### config.mk
export PLATFORM = sky130hd
export DESIGN_NAME = sound_square_gen
export DESIGN_NICKNAME = d
export VERILOG_FILES = /design/src/rtl/sound_square_gen.sv
export SDC_FILE = /design/constraint.sdc
export NUM_CORES = 1
export LEC_CHECK = 0
export CORE_ASPECT_RATIO = 1.25
export CORE_MARGIN = 1
export CORE_UTILIZATION = 56
export CTS_BUF_LIST = sky130_fd_sc_hd__clkbuf_8
export DETAILED_ROUTE_END_ITERATION = 16
export HOLD_SLACK_MARGIN = 0.1
export PLACE_DENSITY = 0.83
export SLEW_MARGIN = 20
export SYNTH_ARGS = -nofsm -noshare
export SYNTH_HDL_FRONTEND = slang
export SYNTH_SLANG_ARGS = --single-unit
### constraint.sdc
create_clock -name clk -period 2.2 [get_ports clk]
set_input_delay 0.33 -clock clk [delete_from_list [all_inputs] [get_ports clk]]
set_output_delay 0.33 -clock clk [all_outputs]
set_load 0.05 [all_outputs]
### src/rtl/sound_square_gen.sv
// Square-wave tone source: frequency timer, 8-step duty sequencer,
// length counter and volume envelope. Produces the enable / modulate /
// target_vol triple for the channel mixer. All timing comes from the
// frame-sequencer strobes (ce_freq, ce_len, ce_env).
module sound_square_gen #(
  parameter int LEN_BITS = 6
) (
  input  logic                clk,
  input  logic                rst_n,
  input  logic                ce_freq,
  input  logic                ce_len,
  input  logic                ce_env,
  input  logic                trigger,
  input  logic [1:0]          duty,
  input  logic                length_load,
  input  logic [LEN_BITS-1:0] length_data,
  input  logic                length_enable,
  input  logic [10:0]         freq,
  input  logic [3:0]          env_init,
  input  logic                env_dir,
  input  logic [2:0]          env_period,
  output logic                enable,
  output logic                modulate,
  output logic [3:0]          target_vol
);

  // Length counter holds 0..2**LEN_BITS, so it needs one extra bit.
  localparam logic [LEN_BITS:0] LEN_FULL = {1'b1, {LEN_BITS{1'b0}}};

  // Duty waveforms, one byte per duty setting; bit n of a byte is the
  // output level at sequencer step n.
  //   duty 0: 00000001  duty 1: 10000001  duty 2: 10000111  duty 3: 01111110
  // (written step 0 first, so each byte below is the bit-reversed string)
  localparam logic [31:0] DUTY_ROWS = {8'b01111110,   // duty 3
                                       8'b11100001,   // duty 2
                                       8'b10000001,   // duty 1
                                       8'b10000000};  // duty 0

  // ---------------------------------------------------------------------
  // State registers
  // ---------------------------------------------------------------------
  logic [11:0]       freq_timer_reg, freq_timer_next;
  logic [2:0]        duty_step_reg,  duty_step_next;
  logic [LEN_BITS:0] len_cnt_reg,    len_cnt_next;
  logic [2:0]        env_timer_reg,  env_timer_next;
  logic [3:0]        vol_reg,        vol_next;
  logic              enable_reg,     enable_next;
  logic              modulate_reg,   modulate_next;

  // ---------------------------------------------------------------------
  // Derived values
  // ---------------------------------------------------------------------
  logic              dac_on;
  logic [11:0]       freq_reload;
  logic [LEN_BITS:0] len_load_value;
  logic [LEN_BITS:0] len_loaded;
  logic              len_expire;
  logic [3:0]        duty_bit_at_step;

  // The DAC is powered whenever the envelope could produce a non-zero level.
  assign dac_on         = (env_init != 4'd0) | env_dir;
  assign freq_reload    = 12'd2048 - {1'b0, freq};
  // length_data = 0 yields the full count (2**LEN_BITS).
  assign len_load_value = LEN_FULL - {1'b0, length_data};
  // A length write in the same cycle as a trigger is seen by the trigger.
  assign len_loaded     = length_load ? len_load_value : len_cnt_reg;

  // Current-step bit for each of the four duty waveforms; the live duty
  // input then picks one, so a duty change applies at the current step.
  genvar gi;
  generate
    for (gi = 0; gi < 4; gi++) begin : g_duty_row
      localparam logic [7:0] ROW = DUTY_ROWS[gi*8 +: 8];
      assign duty_bit_at_step[gi] = ROW[duty_step_reg];
    end
  endgenerate

  // ---------------------------------------------------------------------
  // Frequency timer and duty sequencer next state
  // ---------------------------------------------------------------------
  // Timer counts ce_freq strobes; on reaching 1 it reloads and steps the
  // sequencer. A timer of 0 (only seen before the first trigger) is treated
  // like 1 so the counter never wraps through its full range.
  always_comb begin
    freq_timer_next = freq_timer_reg;
    duty_step_next  = duty_step_reg;
    if (trigger) begin
      freq_timer_next = freq_reload;
    end else if (ce_freq) begin
      if (freq_timer_reg <= 12'd1) begin
        freq_timer_next = freq_reload;
        duty_step_next  = duty_step_reg + 3'd1;
      end else begin
        freq_timer_next = freq_timer_reg - 12'd1;
      end
    end
  end

  // Registered duty output follows the step register with one clk of lag.
  always_comb begin
    modulate_next = duty_bit_at_step[duty];
  end

  // ---------------------------------------------------------------------
  // Length counter next state
  // ---------------------------------------------------------------------
  // Trigger reloads an exhausted counter to full and suppresses ce_len for
  // that cycle. Otherwise a length write wins over a length tick.
  always_comb begin
    len_cnt_next = len_cnt_reg;
    len_expire   = 1'b0;
    if (trigger) begin
      len_cnt_next = (len_loaded == '0) ? LEN_FULL : len_loaded;
    end else if (length_load) begin
      len_cnt_next = len_load_value;
    end else if (ce_len && length_enable && (len_cnt_reg != '0)) begin
      len_cnt_next = len_cnt_reg - 1'b1;
      len_expire   = (len_cnt_reg == {{LEN_BITS{1'b0}}, 1'b1});
    end
  end

  // ---------------------------------------------------------------------
  // Volume envelope next state
  // ---------------------------------------------------------------------
  // env_period = 0 freezes the envelope. Volume saturates at 0 and 15.
  always_comb begin
    env_timer_next = env_timer_reg;
    vol_next       = vol_reg;
    if (trigger) begin
      env_timer_next = env_period;
      vol_next       = env_init;
    end else if (ce_env && (env_period != 3'd0)) begin
      if (env_timer_reg <= 3'd1) begin
        env_timer_next = env_period;
        if (env_dir && (vol_reg != 4'd15)) begin
          vol_next = vol_reg + 4'd1;
        end else if (!env_dir && (vol_reg != 4'd0)) begin
          vol_next = vol_reg - 4'd1;
        end
      end else begin
        env_timer_next = env_timer_reg - 3'd1;
      end
    end
  end

  // ---------------------------------------------------------------------
  // Channel enable next state
  // ---------------------------------------------------------------------
  // DAC off dominates; trigger turns the channel on; length expiry turns
  // it off on the same edge the counter reaches 0.
  always_comb begin
    enable_next = enable_reg;
    if (!dac_on) begin
      enable_next = 1'b0;
    end else if (trigger) begin
      enable_next = 1'b1;
    end else if (len_expire) begin
      enable_next = 1'b0;
    end
  end

  // ---------------------------------------------------------------------
  // Register update
  // ---------------------------------------------------------------------
  // All state clears asynchronously; counters keep running while disabled.
  always_ff @(posedge clk or negedge rst_n) begin
    if (!rst_n) begin
      freq_timer_reg <= '0;
      duty_step_reg  <= '0;
      len_cnt_reg    <= '0;
      env_timer_reg  <= '0;
      vol_reg        <= '0;
      enable_reg     <= 1'b0;
      modulate_reg   <= 1'b0;
    end else begin
      freq_timer_reg <= freq_timer_next;
      duty_step_reg  <= duty_step_next;
      len_cnt_reg    <= len_cnt_next;
      env_timer_reg  <= env_timer_next;
      vol_reg        <= vol_next;
      enable_reg     <= enable_next;
      modulate_reg   <= modulate_next;
    end
  end

  assign enable     = enable_reg;
  assign modulate   = modulate_reg;
  assign target_vol = vol_reg;

endmodule
==> results of run 1 <==
## synthesized netlist by cell type (5+ instances only)
| library cell | n |
|---|---|
| inv_1 | 19 |
| o21a_1 | 5 |
| xor2_1 | 6 |
| nand3_1 | 10 |
| nor3_1 | 12 |
| xnor2_1 | 13 |
| o21ai_0 | 36 |
| dfrtp_1 | 31 |
| nand2_1 | 29 |
| clkbuf_1 | 7 |
| nor4_1 | 6 |
| a21oi_1 | 23 |
| nor2_1 | 24 |
| ha_1 | 14 |
## per-layer routing
metal,share of wire [%],vias up
li1,-,1219
met1,41,1181
met2,53,64
met3,3.6,12
met4,1.9,0
met5,0,-
## through the flow
stage,util (%),instances
detailed placement,74.8,415
finish,77.3,423
global route,77.3,423
floorplan,-,299
CTS,77.3,423
global placement,74.8,415
## layout make-up
type / instances / share of cell area [%]
timing repair buffer: 70 / 19.4
multi-input combinational: 239 / 48.9
tap: 56 / 2.18
clock buffer: 7 / 2.99
sequential: 31 / 24.1
inverter: 19 / 2.21
clock inverter: 1 / 0.233
## logic make-up (layout without fill, tap and decap cells)
family,count (synthesis),count (layout),share of synthesized area [%]
simple gates,107,107,22.4
compound gates,94,94,25.1
flops,31,31,31.4
buf+inv,29,97,4.77
xor+xnor,19,19,6.74
fa+ha+maj,15,15,7.91
mux,4,4,1.67
## critical path, stage by stage (launching register included)
cell,delay (ns)
dfrtp_1,0.39
inv_1,0.10
ha_1,0.27
o211a_1,0.32
and3_1,0.19
buf_4,0.17
a311oi_1,0.34
a21oi_1,0.07
a2bb2oi_1,0.15
## power groups by stage
stage / logic [mW] / clock network (mW) / registers, mW
after floorplan: 0.276 / 0 / 0.730
after global placement: 0.497 / 0 / 0.712
after detailed placement: 0.510 / 0 / 0.715
after CTS: 0.516 / 0.507 / 0.705
after global routing: 0.572 / 0.534 / 0.717
final: 0.516 / 0.506 / 0.708
## final timing paths
kind	startpoint	to	slack, ns	cells past startpoint
min in group clk	len_cnt_reg[5]	len_cnt_reg[5]	0.51	2
worst max register to register	freq_timer_reg[0]	freq_timer_reg[7]	0.09	8
worst min-delay path	rst_n	len_cnt_reg[5]	0.45	2
worst min register to register	len_cnt_reg[5]	len_cnt_reg[5]	0.51	2
worst max-delay path	freq_timer_reg[0]	freq_timer_reg[7]	0.09	8
max in group asynchronous	rst_n	len_cnt_reg[3]	1.45	2
==> impl_metrics.yaml, run 1 <==
run_status:
  status: "finished, final reports clean"
yosys:
  yosysTopAreaCell: "dfrtp_1"
  synthCells: 299
  synth_cell_types: 53
  yosys_warnings: 0
  syn-cell-area_mm2: 0.00247
  synth-edff-count: 0
  avgSynthCellArea_um2: 8.25
  synth_nets: 349
  synth.area.top_cells: "dfrtp_1 (31%), o21ai_0 (7.3%), ha_1 (7.1%)"
  seq_area_frac_synth_pct: 31.4
  dominantRegCellSynth: "dfrtp_1"
  synthArstFlopShare_pct: 100
  ys_ff_latch: 31
  synth_top_cell_area_share_pct: 31.4
floorplanning:
  fp.dieW_um: 61.4
  io_pins: 41
  die-area_mm2: 0.00468
  num_rows: 26
  start_util_pct: 59.3
  die_h_um: 76.2
  core-area_mm2: 0.00416
worst_setup_path:
  critPathRequiredTime_ns: 2.37
  endpoint_kind: "flop"
  worstPathArrival_ns: 2.29
  cp-start-kind: "flop"
  crit_fanout: 8
  crit_type: "reg2reg"
pwr:
  p_comb_share_pct: 29.8
  power_density_mw_per_mm2: 537
  leakagePower_nw: 1.33
  seqPwrFrac_pct: 40.9
  switchingPower_mw: 0.569
  irDropWorstVdd_mv: 0.428
  clkPwrFrac_pct: 29.2
  p_total_mw: 1.73
  p_int_mw: 1.16
  sw_frac_of_total_pct: 32.9
route:
  drtAntennaViolNets: 0
  vias_per_cell: 5.85
  wl_um: 5870
  drtIter0Drc: 160
  drc: 0
  vias: 2476
  drt_first_pass_iters: 5
  wl_per_cell_um: 13.9
timing:
  slew_viol_final: 0
  tns_ns: 0
  skew_ns: 0.00581
  timing.fmax_ghz: 0.473
  relSlewSlack_pct: 66.5
  final.period_utilization_pct: 96.1
  rsz0062_at_grt: "no"
  final.setup.worst_slack_ns: 0.0865
  worst_slew_pin_slew_ns: 0.501
  setup_viol: 0
  period_needed_ns: 2.11
  finalHoldViolCount: 0
  holdWs_ns: 0.446
global_routing:
  grt_pass1_wl_um: 9990
  top_usage_layer: "met2"
  grt_pass1_vias: 2419
  overflow: 0
  antenna_found_initial: 0
  grt_util_met2_pct: 48.4
  grt_max_degree: 32
  grt.met1_usage_pct: 31.3
  grtUsageTotal_pct: 27.6
  grt_use_met3_pct: 4.92
cells_and_area:
  regArea_um2: 776
  multiInputGateArea_mm2: 0.00157
  layout-drive-gt1-share_pct: 13.4
  largest_register_ffs: 12
  fill_cells: 321
  final_common_cell: "clkdlybuf4s50_1"
  final_cell_mix: "clkdlybuf4s50_1 (40), o21ai_0 (36), dfrtp_1 (31), buf_4 (30), nand2_1 (29)"
  area_growth_pct: 30.5
  finish.instance_area_mm2: 0.00322
  finalNetCount: 416
  antenna_cells: 0
run:
  maxCapViolations: 0
clocking:
  clk_pin_slew_worst_paths_ns: 0.07
  root_buffer: "clkbuf_8"
  cts_max_level: 2
  cts_setup_buffers: 0
  cts_buffer_depth: 2
  clkLatencyLatePin_ns: 0.29
  cts_inserted_buffers: 5
  cts.repair.resized: 0
  cts_hold_buf: 0
  clock-sinks: 31
  cts_tree: "built"
place:
  gp_congestion: 0.862
  io_buffers: 40
  place_ws_ns: -0.103
  postPlaceCellArea_mm2: 0.00312
  hpwl_um: 4460
min_path:
  hold_path.class: "in2async"
(Power assumes the default switching activity.)
==> run 2: changes to the inputs <==
Settings changed: CORE_UTILIZATION 56 to 50, PLACE_DENSITY 0.83 to 0.79.
Clock period 2.2 ns to 1.9 ns, I/O delays scaled along.
==> impl_metrics.yaml, run 2 (synthesis results as in run 1) <==
timing:
  period_needed_ns: 1.96
  setup_viol: 4
  worst_slew_pin_slew_ns: 0.501
  rsz0062_at_grt: "yes"
  relSlewSlack_pct: 66.5
  finalHoldViolCount: 0
  slew_viol_final: 0
  final.setup.worst_slack_ns: -0.0578
  skew_ns: 0.00929
  final.period_utilization_pct: 103
  timing.fmax_ghz: 0.511
worst_setup_path:
  r2r_slack_ns: -0.06
  crit_type: "reg2reg"
  cp-startpoint: "freq_timer_reg[6]"
  reg2reg_from: "freq_timer_reg[6]"
  endpoint_kind: "flop"
  cp-start-kind: "flop"
  critPathRequiredTime_ns: 2.11
  worstReg2RegEnd: "freq_timer_reg[11]"
  crit_fanout: 4
  endpoint: "freq_timer_reg[11]"
  r2r.worst_path.cells: 8
  worstPathArrival_ns: 2.17
pwr:
  leakagePower_nw: 1.58
  irDropWorstVdd_mv: 0.306
  p_total_mw: 2.07
  power_density_mw_per_mm2: 578
min_path:
  hold_path.class: "in2async"
floorplanning:
  die-area_mm2: 0.00522
  core-area_mm2: 0.00473
  fp.dieW_um: 64.8
  num_rows: 28
  die_h_um: 80.5
  start_util_pct: 52.2
  io_pins: 41
global_routing:
  antenna_found_initial: 0
  grt_pass1_wl_um: 10900
  grtUsageTotal_pct: 26.8
  grt_pass1_vias: 2548
  overflow: 0
  grt_max_degree: 32
clocking:
  root_buffer: "clkbuf_8"
  clkLatencyLatePin_ns: 0.29
  clk_pin_slew_worst_paths_ns: 0.07
  cts_max_level: 2
  clock-sinks: 31
  cts_hold_buf: 0
  cts_inserted_buffers: 5
  cts_buffer_depth: 2
  cts_tree: "built"
cells_and_area:
  finalNetCount: 450
  final_common_cell: "buf_4"
  final_cell_mix: "buf_4 (63), o21ai_0 (30), clkdlybuf4s50_1 (29), nand2_1 (27), dfrtp_1 (27)"
  layout-drive-gt1-share_pct: 25.7
  area_growth_pct: 45.2
  antenna_cells: 0
  fill_cells: 350
  finish.instance_area_mm2: 0.00358
  largest_register_ffs: 12
route:
  drtIter0Drc: 134
  vias: 2623
  drt_first_pass_iters: 4
  drtAntennaViolNets: 0
  drc: 0
  wl_per_cell_um: 14.3
  vias_per_cell: 5.69
  wl_um: 6600
place:
  gp_congestion: 0.868
  hpwl_um: 4890
  postPlaceCellArea_mm2: 0.00335
  io_buffers: 40
run_status:
  status: "finished, violations left"
  violations: "setup timing"
run:
  maxCapViolations: 0
-- run 2: cell types whose count changed in the layout (fill, tap and decap cells not counted), moves of 4 or more --
cell / before / now
buf_4: 30 / 63
clkdlybuf4s50_1: 40 / 29
dlymetal6s2s_1: 0 / 7
o21ai_0: 36 / 30
o21ai_1: 1 / 7
dfrtp_1: 31 / 27
dfrtp_2: 0 / 4
-- run 2: how the worst min path moves through the flow --
stage	to	slack (ns)
after global placement	enable	0.54
after global routing	duty_step_reg[2]	0.43
after floorplan	duty_step_reg[0]	-0.01
after detailed placement	len_cnt_reg[5]	0.57
final	enable	0.39
after CTS	enable	0.40
-- run 2: power breakdown --
part,total [mW],switching (mW),internal (mW)
sequential,0.797,0.0664,0.730
combinational,0.729,0.367,0.362
clock,0.543,0.257,0.287
total,2.07,0.690,1.38
-- run 2: cell type report --
class	count	area (um^2)	area share (%)
multi-input combinational	239	1670	46.5
tap	60	75.1	2.09
sequential	31	781	21.8
clock buffer	6	82.6	2.30
inverter	19	71.3	1.99
clock inverter	2	8.76	0.244
timing repair buffer	104	900	25.1
-- run 2: through the flow --
step	util (%)	hold WS (ns)	std cells	setup TNS, ns	worst slack [ns]
floorplan	-	-0.0106	299	-0.100	-0.0691
global placement	70.7	0.543	447	-1.65	-0.332
detailed placement	70.7	0.567	447	-2.26	-0.387
CTS	73.9	0.405	456	-0.00908	-0.00647
global route	75.8	0.429	461	-0.869	-0.171
finish	75.8	0.391	461	-0.165	-0.0578
-- run 2: worst max-delay path, stage by stage (launching register included) --
cell	delay [ns]
dfrtp_1	0.39
or3_4	0.43
nor3_4	0.25
buf_4	0.17
buf_6	0.09
nand4_1	0.13
nor3_1	0.23
a21oi_1	0.07
o21ai_1	0.11
-- run 2: timing repair --
action | 4_1_cts | 5_1_grt
resized for setup | 15 | 19
setup endpoints to repair | 5 | 18
pin swaps | 5 | 15
buffers inserted | 1 | 5
-- run 2: layer usage --
metal | GRT usage [%] | wire length (um) | vias to the layer above
li1 | - | - | 1296
met5 | 0 | 0 | -
met3 | 4.55 | 263 | 6
met4 | 9.33 | 54 | 0
met2 | 52.4 | 3760 | 81
met1 | 28.0 | 2520 | 1240
